`config.mk`:
```
export PLATFORM = sky130hd
export DESIGN_NAME = tone_sequencer
export DESIGN_NICKNAME = d
export VERILOG_FILES = /design/src/rtl/tone_sequencer.sv
export SDC_FILE = /design/constraint.sdc
export NUM_CORES = 1
export LEC_CHECK = 0
export CORE_ASPECT_RATIO = 0.7
export CORE_UTILIZATION = 45
export CTS_CLUSTER_DIAMETER = 50
export DETAILED_ROUTE_END_ITERATION = 10
export PLACE_DENSITY = 0.7
export SLEW_MARGIN = 25
export SYNTH_ARGS = -nofsm -noshare
export SYNTH_HDL_FRONTEND = slang
export SYNTH_SLANG_ARGS = --single-unit
```
`constraint.sdc`:
```
create_clock -name clk -period 3.4 [get_ports clk]
set_input_delay 0.51 -clock clk [delete_from_list [all_inputs] [get_ports clk]]
set_output_delay 0.51 -clock clk [all_outputs]
set_load 0.05 [all_outputs]
```
`src/rtl/tone_sequencer.sv`:
```
// Programmable (freq, duration) tone scheduler feeding a square-wave generator's freq input.
// Build macro TONE_SEQ_GAP_EN inserts a silent PRESCALE-cycle gap after every played entry that is followed by a load.
module tone_sequencer #(
  parameter int unsigned DEPTH    = 8,
  parameter int unsigned DUR_W    = 12,
  parameter int unsigned PRESCALE = 16
) (
  input  logic                     clk,
  input  logic                     rst_n,
  input  logic                     wr_en,
  input  logic [$clog2(DEPTH)-1:0] wr_addr,
  input  logic [7:0]               wr_freq,
  input  logic [DUR_W-1:0]         wr_dur,
  input  logic [$clog2(DEPTH):0]   num_entries,
  input  logic                     loop_en,
  input  logic                     start,
  input  logic                     stop,
  output logic [7:0]               freq_out,
  output logic                     busy,
  output logic [$clog2(DEPTH)-1:0] cur_idx,
  output logic                     done
);

  localparam int unsigned AW = $clog2(DEPTH);
  localparam int unsigned NW = AW + 1;
  localparam int unsigned FW = 8;
  localparam int unsigned PW = (PRESCALE > 1) ? $clog2(PRESCALE) : 1;

  localparam logic [2:0] S_IDLE = 3'd0;
  localparam logic [2:0] S_LOAD = 3'd1;
  localparam logic [2:0] S_PLAY = 3'd2;
  localparam logic [2:0] S_FIN  = 3'd3;
`ifdef TONE_SEQ_GAP_EN
  localparam logic [2:0] S_GAP  = 3'd4;
`endif

  logic [2:0]       state_q, state_d;
  logic             start_q, start_d;
  logic [AW-1:0]    idx_q, idx_d;
  logic [NW-1:0]    n_q, n_d;
  logic [PW-1:0]    pre_q, pre_d;
  logic [DUR_W-1:0] dur_q, dur_d;
  logic [FW-1:0]    freq_q, freq_d;
  logic             busy_q, busy_d;
  logic             done_q, done_d;

  logic [FW-1:0]    tbl_freq_q [DEPTH];
  logic [FW-1:0]    tbl_freq_d [DEPTH];
  logic [DUR_W-1:0] tbl_dur_q  [DEPTH];
  logic [DUR_W-1:0] tbl_dur_d  [DEPTH];

  logic [NW-1:0]    n_eff;
  logic             is_last;
  logic             adv_load;
  logic [AW-1:0]    adv_idx;
  logic             pre_wrap;
  logic [FW-1:0]    ent_freq;
  logic [DUR_W-1:0] ent_dur;

  // Host table writes land on the edge; playback only sees them at the next LOAD.
  always_comb begin
    tbl_freq_d = tbl_freq_q;
    tbl_dur_d  = tbl_dur_q;
    if (wr_en) begin
      tbl_freq_d[wr_addr] = wr_freq;
      tbl_dur_d[wr_addr]  = wr_dur;
    end
  end

  assign ent_freq = tbl_freq_q[idx_q];
  assign ent_dur  = tbl_dur_q[idx_q];
  assign n_eff    = (num_entries > NW'(DEPTH)) ? NW'(DEPTH) : num_entries;
  assign pre_wrap = (pre_q == PW'(PRESCALE - 1));

  // Where playback goes after the current entry finishes or is skipped.
  always_comb begin
    is_last  = (NW'(idx_q) + NW'(1)) >= n_q;
    adv_idx  = idx_q + AW'(1);
    adv_load = 1'b1;
    if (is_last) begin
      adv_load = loop_en;
      adv_idx  = loop_en ? '0 : idx_q;
    end
  end

  always_comb begin
    state_d = state_q;
    start_d = start & ~stop & (state_q == S_IDLE);
    idx_d   = idx_q;
    n_d     = n_q;
    pre_d   = pre_q;
    dur_d   = dur_q;
    freq_d  = freq_q;

    case (state_q)
      S_IDLE: begin
        if (start_q) begin
          n_d     = n_eff;
          idx_d   = '0;
          state_d = (n_eff == '0) ? S_FIN : S_LOAD;
        end
      end

      S_LOAD: begin
        if (ent_dur != '0) begin
          state_d = S_PLAY;
          freq_d  = ent_freq;
          dur_d   = ent_dur;
          pre_d   = '0;
        end else begin
          idx_d   = adv_idx;
          state_d = adv_load ? S_LOAD : S_FIN;
        end
      end

      S_PLAY: begin
        if (pre_wrap) begin
          pre_d = '0;
          dur_d = dur_q - DUR_W'(1);
          if (dur_q == DUR_W'(1)) begin
            idx_d = adv_idx;
            if (!adv_load) begin
              state_d = S_FIN;
            end else begin
`ifdef TONE_SEQ_GAP_EN
              state_d = S_GAP;
              freq_d  = '0;
`else
              state_d = S_LOAD;
`endif
            end
          end
        end else begin
          pre_d = pre_q + PW'(1);
        end
      end

`ifdef TONE_SEQ_GAP_EN
      S_GAP: begin
        if (pre_wrap) begin
          pre_d   = '0;
          state_d = S_LOAD;
        end else begin
          pre_d = pre_q + PW'(1);
        end
      end
`endif

      S_FIN: begin
        freq_d  = '0;
        state_d = S_IDLE;
      end

      default: begin
        freq_d  = '0;
        state_d = S_IDLE;
      end
    endcase

    // Abort wins over everything except reset and never produces a done pulse.
    if (stop && (state_q != S_IDLE)) begin
      state_d = S_IDLE;
      freq_d  = '0;
      idx_d   = '0;
      pre_d   = '0;
      dur_d   = '0;
    end

    busy_d = (state_d != S_IDLE);
    done_d = (state_d == S_FIN);
  end

  always_ff @(posedge clk) begin
    if (!rst_n) begin
      state_q    <= S_IDLE;
      start_q    <= 1'b0;
      idx_q      <= '0;
      n_q        <= '0;
      pre_q      <= '0;
      dur_q      <= '0;
      freq_q     <= '0;
      busy_q     <= 1'b0;
      done_q     <= 1'b0;
      tbl_freq_q <= '{default: '0};
      tbl_dur_q  <= '{default: '0};
    end else begin
      state_q    <= state_d;
      start_q    <= start_d;
      idx_q      <= idx_d;
      n_q        <= n_d;
      pre_q      <= pre_d;
      dur_q      <= dur_d;
      freq_q     <= freq_d;
      busy_q     <= busy_d;
      done_q     <= done_d;
      tbl_freq_q <= tbl_freq_d;
      tbl_dur_q  <= tbl_dur_d;
    end
  end

  assign freq_out = freq_q;
  assign busy     = busy_q;
  assign cur_idx  = idx_q;
  assign done     = done_q;

endmodule

```
# --- Word level (Yosys, flattened, before mapping) ---
# Cells that the tools add are included.
totals:
  register_bits: 197
  latchBits: 0
  ramBits: 0
  mem_bits_ro: 0
  out_inout_bits: 13
  word_cells: 104
  memories: 0
classes:
  add_sub_neg: 4
  multipliers: 0
  div_mod_pow: 0
  order_cmp: 5
  n_eq_ne: 10
  n_shift: 0
  n_mux: 37
  n_bitwise: 7
  reduce_logical: 16
op_table:
  columns: ["op", "n"]
  rows:
  - ["96-bit bitwise mux", 1]
  - ["64-bit bitwise mux", 1]
  - ["12-bit two-way mux", 5]
  - ["12-bit binary-select mux with 3-bit select", 1]
  - ["12-bit demux with 3-bit select", 1]
  - ["8-bit two-way mux", 4]
  - ["3-bit two-way mux", 10]
  - ["8-bit binary-select mux with 3-bit select", 1]
  - ["8-bit demux with 3-bit select", 1]
  - ["12-bit case mux with 2 select lines", 1]
  - ["3-bit case mux with 3 select lines", 2]
  - ["8-bit case mux with 2 select lines", 1]
  - ["12-bit by 1-bit == test with 1-bit output (second input constant)", 1]
  - ["4-bit two-way mux", 3]
  - ["12-bit nonzero test", 1]
  - ["12-bit by 1-bit subtractor with 12-bit output (second input constant)", 1]
  - ["2-bit != test (second input constant)", 5]
  - ["3-bit nonzero test", 3]
  - ["4-bit >= comparator (second input constant)", 2]
  - ["3-bit inverter with 4-bit output", 2]
  - ["4-bit case mux with 2 select lines", 1]
  - ["3-bit by 2-bit == test with 1-bit output (second input constant)", 2]
  - ["2-bit two-way mux", 3]
  - ["2-bit AND reduction", 3]
  - ["other kinds (18)", 23]

# --- Depth between registers and ports, before layout ---
logic_depth:
  word_depth: 9
  depth_mapped: 11

# --- Worst setup path after synthesis ---
# Ideal clock, no wire load.
synth_timing:
  kind: "reg-to-reg"
  from: "reg idx_q[2] (netlist: cur_idx[2])"
  to: "reg idx_q[1] (netlist: cur_idx[1])"
  t_arrival_ns: 3.276
  setup_slack_ns: 0.052
  stages_incl_launch_ff: 12
  n_path_buf: 3
  period_less_slack_ns: 3.348
  path_cell_list: "dfxtp_1 -> buf_2 -> buf_1 -> clkbuf_1 -> xor2_1 -> ha_1 -> or2_2 -> a21oi_1 -> o32a_1 -> o21ai_0 -> a21oi_1 -> mux2i_1"
synth_between:
  elab_chain_len: 7
  word_cells_on_any_way: 14
  cone_classes: "add/sub: 1; order compare: 1; eq/ne: 1; mux: 8; bitwise: 1; reduce/logical: 2"
synth_lines:
  columns: ["item", "line", "text"]
  rows:
  - ["from (decl)", "39", "logic [AW-1:0] idx_q, idx_d;"]
  - ["from (signal assigned)", "189", "idx_q <= idx_d;"]
  - ["parallel branches: the longest is 7 deep, another holds 3-bit by 1-bit adder with 4-bit output", null, null]
# Several ways; the timed one is not identified. The select of a mux whose other input is x is not followed.
# A chain may end at the register's enable or synchronous reset.

# --- Final worst setup path ---
layout_timing:
  from: "reg idx_q[0] (netlist: cur_idx[0])"
  to: "out cur_idx[0]"
layout_rtl:
  columns: ["item", "line", "text"]
  rows:
  - ["to (decl)", "20", "output logic [$clog2(DEPTH)-1:0] cur_idx,"]
# No word-level cell between the ends.

==> run metrics <==
status=finished clean; Final setup viols=0; Nets=1087; worst clock skew=17.6 ps; pin count of the biggest net entering global routing=122; initial antenna violation count=0; core area=20000 sq um; Routed WL=between 20 and 25 mm; TritonCTS clock tree=yes; post-synth top area share=42.6%; # hold bufs at CTS=0; Post-DRT Antenna Nets=0; worst-margin pin slew=between 1000 and 1500 ps; Post-Syn Nets=1090; Post-synth top cells=nand2_1 (354), dfxtp_1 (197), a21boi_0 (160), clkbuf_1 (61), mux4_2 (40); P_leak=3.34 nW; Die X=173 um; clock sink total=197; kind of critical path=reg -> out; Max clock buf depth=2; XOR/XNOR Fraction of Synth Area=0.189%; Site Rows=43; Critical Path Start=cur_idx[0]; cell taking the most area after synthesis=dfxtp_1; die area=21200 sq um; Post-synth top flop=dfxtp_1; r2r startpoint=cur_idx[0]; Ports=46; Post-Synth Adder-Cell Area=under 10%; Synth Register Bits=between 150 and 200; fin crit period=roughly 3100 ps; FFs w/ async S/R, synth=0%; HP Class=reg -> reg; synthesized area=9260 sq um; die height=between 100 and 150 um; GRT overflow=0; vias in the first global route=6909; crit path DAT=2610 ps; drt first pass iters=5; register area share after synthesis=between 40 and 50%; Total GRT Usage=24.6%; complex-gate fraction of the synthesized area=roughly 18%; simple-gate share of the synthesized area=20.5%; vias per inst=roughly 5.5; largest family of logic cells by synthesized area=simple AND/OR/NAND/NOR gates; Worst Hold Slack=approximately 460 ps; RSZ-0062 raised after global routing=false; most common cell in the netlist=nand2_1; Avg Cell Area, Syn=8.83 sq um; gpl congestion=between 0.8 and 0.9; Synth Instances=1049; Vias=about 7400; Peak VDD IR=0.000418 V; max-cap violation count=0; Initial DRC Count=768; port bufs=45; P per Cell Area=456 nW/um^2; Non-Filler Instances=between 1000 and 1500; Hold Fails Final Rpt=0; Inst Count DP=1297; area grow syn2layout=12.5%; cts bufs inserted=17; setup_tns=0 ps; Reg clk slew, reported paths=70 ps; placed wire-length estimate=about 16 mm; hold_sp=tbl_freq_q[62]; Synth warnings=0; EDFF count, synth=0; Pins Over Slew Limit=0; Post-route DRC=0; crit-path max FO=23; worst path required time=2890 ps; H-tree lvl count=4; post-CTS resize count=0; CP endpoint kind=output pin; Synth cell types=52; Fmax=0.320 GHz; Initial Util=46.4%; slew margin rel.=32.4%; Synth area leaders=dfxtp_1 (43%), nand2_1 (14%), a21boi_0 (13%); Post-CTS Setup Bufs=0; FILL cells=1822; crit start category=flop; layout cells sized above 1=11.2%; post-synthesis mux area share=about an eighth; crit share post-route=around nine tenths; Clock Tree Root=clkbuf_16; first-pass GRT wire length=slightly below 40 mm; Skew-Pair Late Insertion Delay=450 ps; ant diodes=0; WL/cell=18.7 um
==> worst max-delay path: stages, from the launching register on <==
cell and delay [ps]:
dfxtp_2 800, buf_4 440, clkdlybuf4s50_1 920
==> metrics by stage <==
step	power, mW	util, %	setup WS, ps	area, sq um
floorplan	2.62	-	51.9	9260
global placement	2.72	49.1	400	9800
detailed placement	2.72	49.1	303	9800
CTS	4.76	52.2	221	10400
global route	4.90	52.2	110	10400
finish	4.75	52.2	277	10400
==> cells by family after synthesis <==
group                      count (synthesis)
DFF                                      197
xor gates and xnor gates                   2
AOI/OAI and AO/OA                        217
and+or+nand+nor                          457
other                                      1
buffers and inverters                    104
adders and majority gates                  8
muxes                                     63
==> state kept, by name, indices dropped and copies added, names as in the netlist <==
signal / cells
start_q: 1
cur_idx: 3
busy: 1
pre_q: 4
n_q: 4
done: 1
dur_q: 12
state_q: 3
tbl_freq_q: 64
tbl_dur_q: 96
freq_out: 8
==> power by group <==
group          internal [mW]  switching (mW)  leakage [nW]
logic                  0.117           0.182          1.46
clock network           1.06            1.02         0.288
registers               2.35          0.0233          1.59
==> worst paths after layout <==
kind / endpoint / slack, ps / depth (start not counted)
setup / recovery: cur_idx[0] / 280 / 2
setup reg to reg: dur_q[7] / 290 / 7
hold / removal: tbl_freq_q[62] / 460 / 2
hold reg to reg: tbl_freq_q[62] / 460 / 2
==> routing by layer <==
| layer | track usage, % | part of all wire (%) |
|---|---|---|
| met3 | 5.43 | 7.9 |
| met2 | 34.3 | 42 |
| met1 | 37.5 | 49 |
| met5 | 0 | 0 |
| met4 | 6.80 | 1.5 |
==> final cells by class <==
cell class / count / area, sq um / area share (%)
inverters: 10 / 37.5 / 0.360
multi-input cells: 748 / 4830 / 46.4
flip-flops and latches: 197 / 3950 / 37.9
repair buffers: 72 / 651 / 6.25
clock buffers: 17 / 425 / 4.09
clock inverters: 15 / 186 / 1.79
well taps: 270 / 338 / 3.24
==> placed cells by master, fill, tap and decap left out, types with 5 or more instances in the layout <==
master / netlist / routed
a21boi_0: 160 / 160
a21oi_1: 16 / 16
buf_4: 23 / 28
clkbuf_16: 0 / 17
clkdlybuf4s50_1: 0 / 44
dfxtp_1: 197 / 195
ha_1: 8 / 8
inv_1: 10 / 10
mux2i_1: 23 / 23
mux4_2: 40 / 40
nand2_1: 354 / 354
nand3_1: 19 / 19
nor2_1: 32 / 32
nor2b_1: 8 / 8
nor3_1: 12 / 10
nor3b_1: 6 / 5
o22ai_1: 8 / 8
o2bb2ai_1: 8 / 8
(Power assumes the default switching activity.)
